$ cat config.mk
export PLATFORM = sky130hd
export DESIGN_NAME = overlay_loader
export DESIGN_NICKNAME = d
export VERILOG_FILES = /design/src/rtl/ovl_pkg.sv /design/src/rtl/ovl_byte_packer.sv /design/src/rtl/overlay_loader.sv
export SDC_FILE = /design/constraint.sdc
export NUM_CORES = 1
export LEC_CHECK = 0
export BUFFER_PORTS_ARGS = -buffer_cell sky130_fd_sc_hd__clkbuf_2
export CORE_UTILIZATION = 55
export CTS_BUF_LIST = sky130_fd_sc_hd__clkbuf_8
export DETAILED_ROUTE_END_ITERATION = 10
export GPL_TIMING_DRIVEN = 0
export PLACE_DENSITY = 0.79
export SKIP_LAST_GASP = 1
export SLEW_MARGIN = 20
export SYNTH_ARGS = -nofsm -noshare
export SYNTH_HDL_FRONTEND = slang
export SYNTH_SLANG_ARGS = --single-unit
$ cat constraint.sdc
create_clock -name clk_sys -period 2.8 [get_ports clk_sys]
set_clock_uncertainty 0.1 [all_clocks]
set_input_delay 0.42 -clock clk_sys [delete_from_list [all_inputs] [get_ports clk_sys]]
set_output_delay 0.42 -clock clk_sys [all_outputs]
set_load 0.02 [all_outputs]
$ cat src/rtl/ovl_pkg.sv
// ovl_pkg: shared constants, ARGB4444 layout and loader FSM encoding
// for the overlay picture store writer.
package ovl_pkg;
   localparam logic [7:0] OVL_INDEX  = 8'd2;
   localparam logic [7:0] PAD_BYTE   = 8'h00;
   localparam int         ARGB_R_LSB = 0;
   localparam int         ARGB_G_LSB = 4;
   localparam int         ARGB_B_LSB = 8;
   localparam int         ARGB_A_LSB = 12;

   typedef enum logic [2:0] {
      S_IDLE, S_LO, S_HI, S_ISSUE, S_GUARD, S_WAIT, S_FLUSH, S_DONE
   } ovl_state_t;

   // Even byte carries {G,R}, odd byte carries {A,B}.
   function automatic logic [15:0] argb_word(input logic [7:0] even_b, input logic [7:0] odd_b);
      argb_word = '0;
      argb_word[ARGB_R_LSB+:4] = even_b[3:0];
      argb_word[ARGB_G_LSB+:4] = even_b[7:4];
      argb_word[ARGB_B_LSB+:4] = odd_b[3:0];
      argb_word[ARGB_A_LSB+:4] = odd_b[7:4];
   endfunction
endpackage

$ cat src/rtl/ovl_byte_packer.sv
// ovl_byte_packer: pairs even/odd ioctl bytes into ARGB4444 words;
// an unpaired byte is padded with zero (a lone even byte becomes transparent).
module ovl_byte_packer
   import ovl_pkg::*;
#(
   parameter int ADDR_W = 25
) (
   input  logic              clk_sys,
   input  logic              reset_n,
   input  logic              clear_i,
   input  logic              take_i,
   input  logic              flush_i,
   input  logic [ADDR_W-1:0] addr_i,
   input  logic [7:0]        data_i,
   output logic              word_v_o,
   output logic [ADDR_W-1:0] word_addr_o,
   output logic [15:0]       word_o
);
   logic              has_q;
   logic [7:0]        lo_q;
   logic [ADDR_W-2:0] waddr_q;
   logic              odd, match;

   assign odd         = addr_i[0];
   assign match       = has_q && addr_i[ADDR_W-1:1] == waddr_q;
   assign word_v_o    = (take_i && odd) || (flush_i && has_q);
   assign word_addr_o = flush_i ? {waddr_q, 1'b0} : {addr_i[ADDR_W-1:1], 1'b0};
   assign word_o      = flush_i ? argb_word(lo_q, PAD_BYTE) : argb_word(match ? lo_q : PAD_BYTE, data_i);

   always_ff @(posedge clk_sys or negedge reset_n)
      if (!reset_n) begin
         has_q   <= 1'b0;
         lo_q    <= '0;
         waddr_q <= '0;
      end else if (clear_i) begin
         has_q <= 1'b0;
      end else if (take_i && !odd) begin
         has_q   <= 1'b1;
         lo_q    <= data_i;
         waddr_q <= addr_i[ADDR_W-1:1];
      end else if (word_v_o) begin
         has_q <= 1'b0;
      end
endmodule

$ cat src/rtl/overlay_loader.sv
// overlay_loader: writes the HPS overlay download into SDRAM as ARGB4444 words,
// stalling the HPS while a write is outstanding, and flags a completed overlay.
module overlay_loader #(
   parameter logic [7:0] OVL_INDEX = ovl_pkg::OVL_INDEX,
   parameter int         ADDR_W    = 25,
   parameter int         MAX_BYTES = 1048576
) (
   input  logic              clk_sys,
   input  logic              reset_n,
   input  logic              ioctl_download,
   input  logic [7:0]        ioctl_index,
   input  logic              ioctl_wr,
   input  logic [ADDR_W-1:0] ioctl_addr,
   input  logic [7:0]        ioctl_dout,
   output logic              ioctl_wait,
   input  logic [15:0]       sdram_sz,
   output logic [ADDR_W-1:0] mem_addr,
   output logic [15:0]       mem_din,
   output logic              mem_we,
   input  logic              mem_ready,
   output logic              overlay_valid,
   output logic [ADDR_W-2:0] overlay_words,
   output logic              overlay_ovf
);
   import ovl_pkg::*;

   localparam logic [ADDR_W-1:0] MAX_A = ADDR_W'(MAX_BYTES);

   ovl_state_t        state_q, state_d;
   logic              active, present, hold, busy, take, drop, flush, start;
   logic              word_v;
   logic [ADDR_W-1:0] word_addr;
   logic [15:0]       word;
   logic [ADDR_W-1:0] mem_addr_q;
   logic [15:0]       mem_din_q;
   logic              mem_we_q, valid_q, ovf_q, end_q;
   logic [ADDR_W-2:0] words_q;
   logic              unused_sz;

   assign active    = ioctl_download && ioctl_index == OVL_INDEX;
   assign present   = |sdram_sz[2:0];
   assign unused_sz = ^sdram_sz[15:3];
   assign hold      = state_q == S_LO || state_q == S_HI;
   assign busy      = state_q == S_ISSUE || state_q == S_GUARD || state_q == S_WAIT;
   assign take      = hold && active && ioctl_wr && ioctl_addr < MAX_A;
   assign drop      = hold && active && ioctl_wr && ioctl_addr >= MAX_A;
   assign flush     = state_q == S_FLUSH;
   assign start     = state_q == S_IDLE && active;

   ovl_byte_packer #(.ADDR_W(ADDR_W)) u_packer (
      .clk_sys    (clk_sys),
      .reset_n    (reset_n),
      .clear_i    (start),
      .take_i     (take),
      .flush_i    (flush),
      .addr_i     (ioctl_addr),
      .data_i     (ioctl_dout),
      .word_v_o   (word_v),
      .word_addr_o(word_addr),
      .word_o     (word)
   );

   always_comb begin
      state_d = state_q;
      case (state_q)
         S_IDLE:     state_d = active ? S_LO : S_IDLE;
         S_LO, S_HI: state_d = !active ? (state_q == S_HI ? S_FLUSH : S_DONE) :
                               word_v  ? (present ? S_ISSUE : S_LO) :
                               take    ? S_HI : state_q;
         S_FLUSH:    state_d = present ? S_ISSUE : S_DONE;
         S_ISSUE:    state_d = mem_ready ? S_GUARD : S_ISSUE;
         S_GUARD:    state_d = S_WAIT;
         S_WAIT:     state_d = !mem_ready ? S_WAIT : (end_q || !active) ? S_DONE : S_LO;
         S_DONE:     state_d = S_IDLE;
         default:    state_d = S_IDLE;
      endcase
   end

   // end_q remembers a download that ended while a write was still in flight.
   always_ff @(posedge clk_sys or negedge reset_n)
      if (!reset_n) begin
         state_q    <= S_IDLE;
         mem_addr_q <= '0;
         mem_din_q  <= '0;
         mem_we_q   <= 1'b0;
         words_q    <= '0;
         valid_q    <= 1'b0;
         ovf_q      <= 1'b0;
         end_q      <= 1'b0;
      end else begin
         state_q  <= state_d;
         mem_we_q <= state_q == S_ISSUE && mem_ready;
         end_q    <= busy ? (end_q || !active) : flush;
         if (word_v) begin
            mem_addr_q <= word_addr;
            mem_din_q  <= word;
         end
         if (start) begin
            words_q <= '0;
            valid_q <= 1'b0;
            ovf_q   <= 1'b0;
         end else begin
            if (state_q == S_WAIT && mem_ready && !(&words_q)) words_q <= words_q + 1'b1;
            if (drop) ovf_q <= 1'b1;
            if (state_q == S_DONE) valid_q <= |words_q && present;
         end
      end

   assign ioctl_wait    = busy;
   assign mem_addr      = mem_addr_q;
   assign mem_din       = mem_din_q;
   assign mem_we        = mem_we_q;
   assign overlay_valid = valid_q;
   assign overlay_words = words_q;
   assign overlay_ovf   = ovf_q;
endmodule
==> metrics.txt <==
status=completed; CP Cell Sequence=buf_6 -> nand3b_1 -> buf_2 -> nor2_1 -> a31oi_1 -> clkbuf_1 -> clkbuf_1 -> nand3_1 -> nand2_1; clock root buffer=clkbuf_8; most frequent cell after synthesis=dfrtp_1; Synth area leader=dfrtp_1; Total Routing Usage GR=0.264; CP max stage delay=0.44 ns; nets@finish=678; via count=4202; RSZ-0062 raised after global routing=false; EDFF count, synth=0; total CTS buffers=9; peak supply drop=0.259 mV; Initial DRT Pass Iterations=5; Final GP Congestion=0.871; Pleak=3.20 nW; most used cell, CP=clkbuf_1; vias in the first global route=4018; chip height=99.0 µm; Crit path required time=3.01 ns; syn avg cell area=10.7 µm²; post-route insts no fill=730; TritonCTS clock tree=built; area grow syn2layout=18.4%; pin count of the biggest net entering global routing=70; Ys Warns=0; top cells by area, synth=dfrtp_1, mux2_2, mux2i_1; Sw Pwr=1.06 mW; Worst-Skew Late Latency=0.37 ns; Iter 0 DRT Violations=201; Hold WC Path Type=in2reg; Worst Tran Pin Value=0.757 ns; first-pass GRT wire length=20.0 mm; Clk pin slew, worst setup/hold paths=0.11 ns; fin. max-slew vios=0; WL met2=5.96 mm; Startpoint Class=flip-flop; grt total ovfl=0; worst-path fanout max=10; post-synth cell types=52; Buffers & Inverters on Critical Path=4; Met3 Wirelength=648 µm; register bit total from synthesis=104; sequential power share=0.502; Max Clk Rate=407 MHz; wire per inst=16.9 µm; clock tree sinks=104; core area=9150 µm²; PwrDens=538 nW/µm²; DP Cell Count=713; Top FF cell, synth=dfrtp_1; Period minus WS final=2.46 ns; met1 WL=5.48 mm; Post-route DRC=0; # diodes=0; Critical-path top delay cell=clkbuf_1; Cell Int Power=2.24 mW; crit end category=flip-flop; Arr. time, crit path=2.67 ns; share of the synthesized area in the top cell type=0.503; DP Wirelength=9.03 mm; final wirelength=12.3 mm; synthesized area=5170 µm²; post_cts resized=0; DR top layer=met4; switching part of the total=0.322; setup bufs post-CTS=0; routed vias/inst=5.76; fill cell count=746; layout cells sized above 1=0.297; Seq/Total Area, Yosys=0.503; antenna-violating nets left=0; async set-reset flop share out of synthesis=1.00; H-tree levels=3; Port Buffers=116; Max-Cap Viols=0; Final Hold Fails=0; Logic pwr share=0.221; endpoints failing setup=0; Synth top cells by count=dfrtp_1, nand2_1, o21ai_0; synthesized netlist net count=549; delay-heaviest family, CP=buffers and inverters; initial antenna violation count=0; Max Root-Sink Buffers=2; Clk network pwr share=0.276; Slew headroom=0.491; WS Path Type=reg2reg; Final Cycle Share=0.877; initial cell density of the core=0.565; Tot Pwr=3.30 mW; row count=35; Die W=99.0 µm; Syn Inst Count=485; top-level I/O count=131; die area=9790 µm²
[worst min-delay path: cells and delay by family]
family                 cells  cell delay, ns
buffers and inverters      1            0.09
AND/OR/NAND/NOR            2            0.09
[placed cells by master (no fill, tap or decap), types with 3 or more instances in the layout]
cell and count:
mux2i_1 26, nor2_1 22, o31ai_1 4, nor3_1 5
o21ai_0 35, nand3b_1 3, clkbuf_1 15, clkbuf_8 11
nand4_1 9, inv_1 5, clkbuf_2 115, xor2_1 24
dfrtp_1 104, xnor2_1 16, and4_1 3, buf_2 9
and3_1 6, buf_1 3, and2_1 7, and4b_1 3
a211oi_1 4, a2111oi_2 3, or3_1 5, a22o_1 8
mux2_2 28, nand2_1 58, nand3_1 18, a31oi_1 4
nand2b_1 5, a21oi_1 7, nor4_1 16
[what timing repair did]
item | CTS | global route
endpoints found under the setup margin | 0 | 0
hold buffers | 1 | 0
endpoints found under the hold margin | 35 | 0
[state kept, by name (all words and copies together) (netlist names)]
register / flops
overlay_ovf: 1
u_packer.lo_q: 8
u_packer.has_q: 1
mem_din: 16
overlay_valid: 1
mem_we: 1
mem_addr: 24
state_q: 3
overlay_words: 24
u_packer.waddr_q: 24
end_q: 1
[through the flow]
stage / setup WS (ns) / area, µm² / hold WS, ns / TNS [ns] / util
2_1_floorplan: 0.666 / 5170 / 0.0244 / 0 / -
3_3_place_gp: -0.121 / 5890 / 0.363 / -11.58 / 0.643
3_5_place_dp: 0.0714 / 5930 / 0.245 / 0 / 0.647
4_1_cts: 0.334 / 6120 / 0.146 / 0 / 0.669
5_1_grt: 0.0966 / 6120 / 0.159 / 0 / 0.669
6_report: 0.344 / 6120 / 0.155 / 0 / 0.669
[layer usage]
metal	vias to the layer above	GRT usage
met5	-	0
met4	0	0.0987
met3	22	0.0411
met2	135	0.425
met1	2052	0.364
li1	1993	-
[cell type report]
type	count	area, µm²	share of cell area
Sequential cell	104	2600	0.425
Timing Repair Buffer	118	627	0.102
Inverter	5	18.8	0.00306
Clock buffer	10	138	0.0225
Clock inverter	6	50.0	0.00817
Tap cell	111	139	0.0227
Buffer	30	143	0.0233
Multi-Input combinational cell	346	2410	0.393
[power groups by stage]
stage	registers, mW	logic (mW)	clock network [mW]
6_report	1.65	0.730	0.911
5_1_grt	1.67	0.808	0.987
4_1_cts	1.65	0.728	0.927
3_5_place_dp	1.68	0.723	0
3_3_place_gp	1.68	0.697	0
2_1_floorplan	1.71	0.448	0
[logic make-up (layout without fill, tap and decap cells)]
group | Yosys count | after routing | share of synthesized area
buffers and inverters | 35 | 169 | 0.0312
xor gates and xnor gates | 40 | 40 | 0.0678
DFF | 104 | 104 | 0.503
muxes | 54 | 54 | 0.111
AOI/OAI and AO/OA | 77 | 77 | 0.105
other | 1 | 1 | 0.000725
adders and majority gates | 2 | 2 | 0.00484
and+or+nand+nor | 172 | 172 | 0.176
[worst paths after layout]
path                               start                 to  slack, ns  cells after the start
max                           state_q[1]     u_packer.has_q       0.34                      9
min                        ioctl_dout[2]        mem_din[10]       0.16                      3
max reg2reg                   state_q[1]     u_packer.has_q       0.34                      9
min reg2reg                  mem_addr[9]        mem_addr[9]       0.39                      2
max in group asynchronous        reset_n   overlay_words[9]       1.57                      3
min in group asynchronous        reset_n  overlay_words[17]       0.41                      2
No activity file was read; power rests on OpenSTA's default activity.
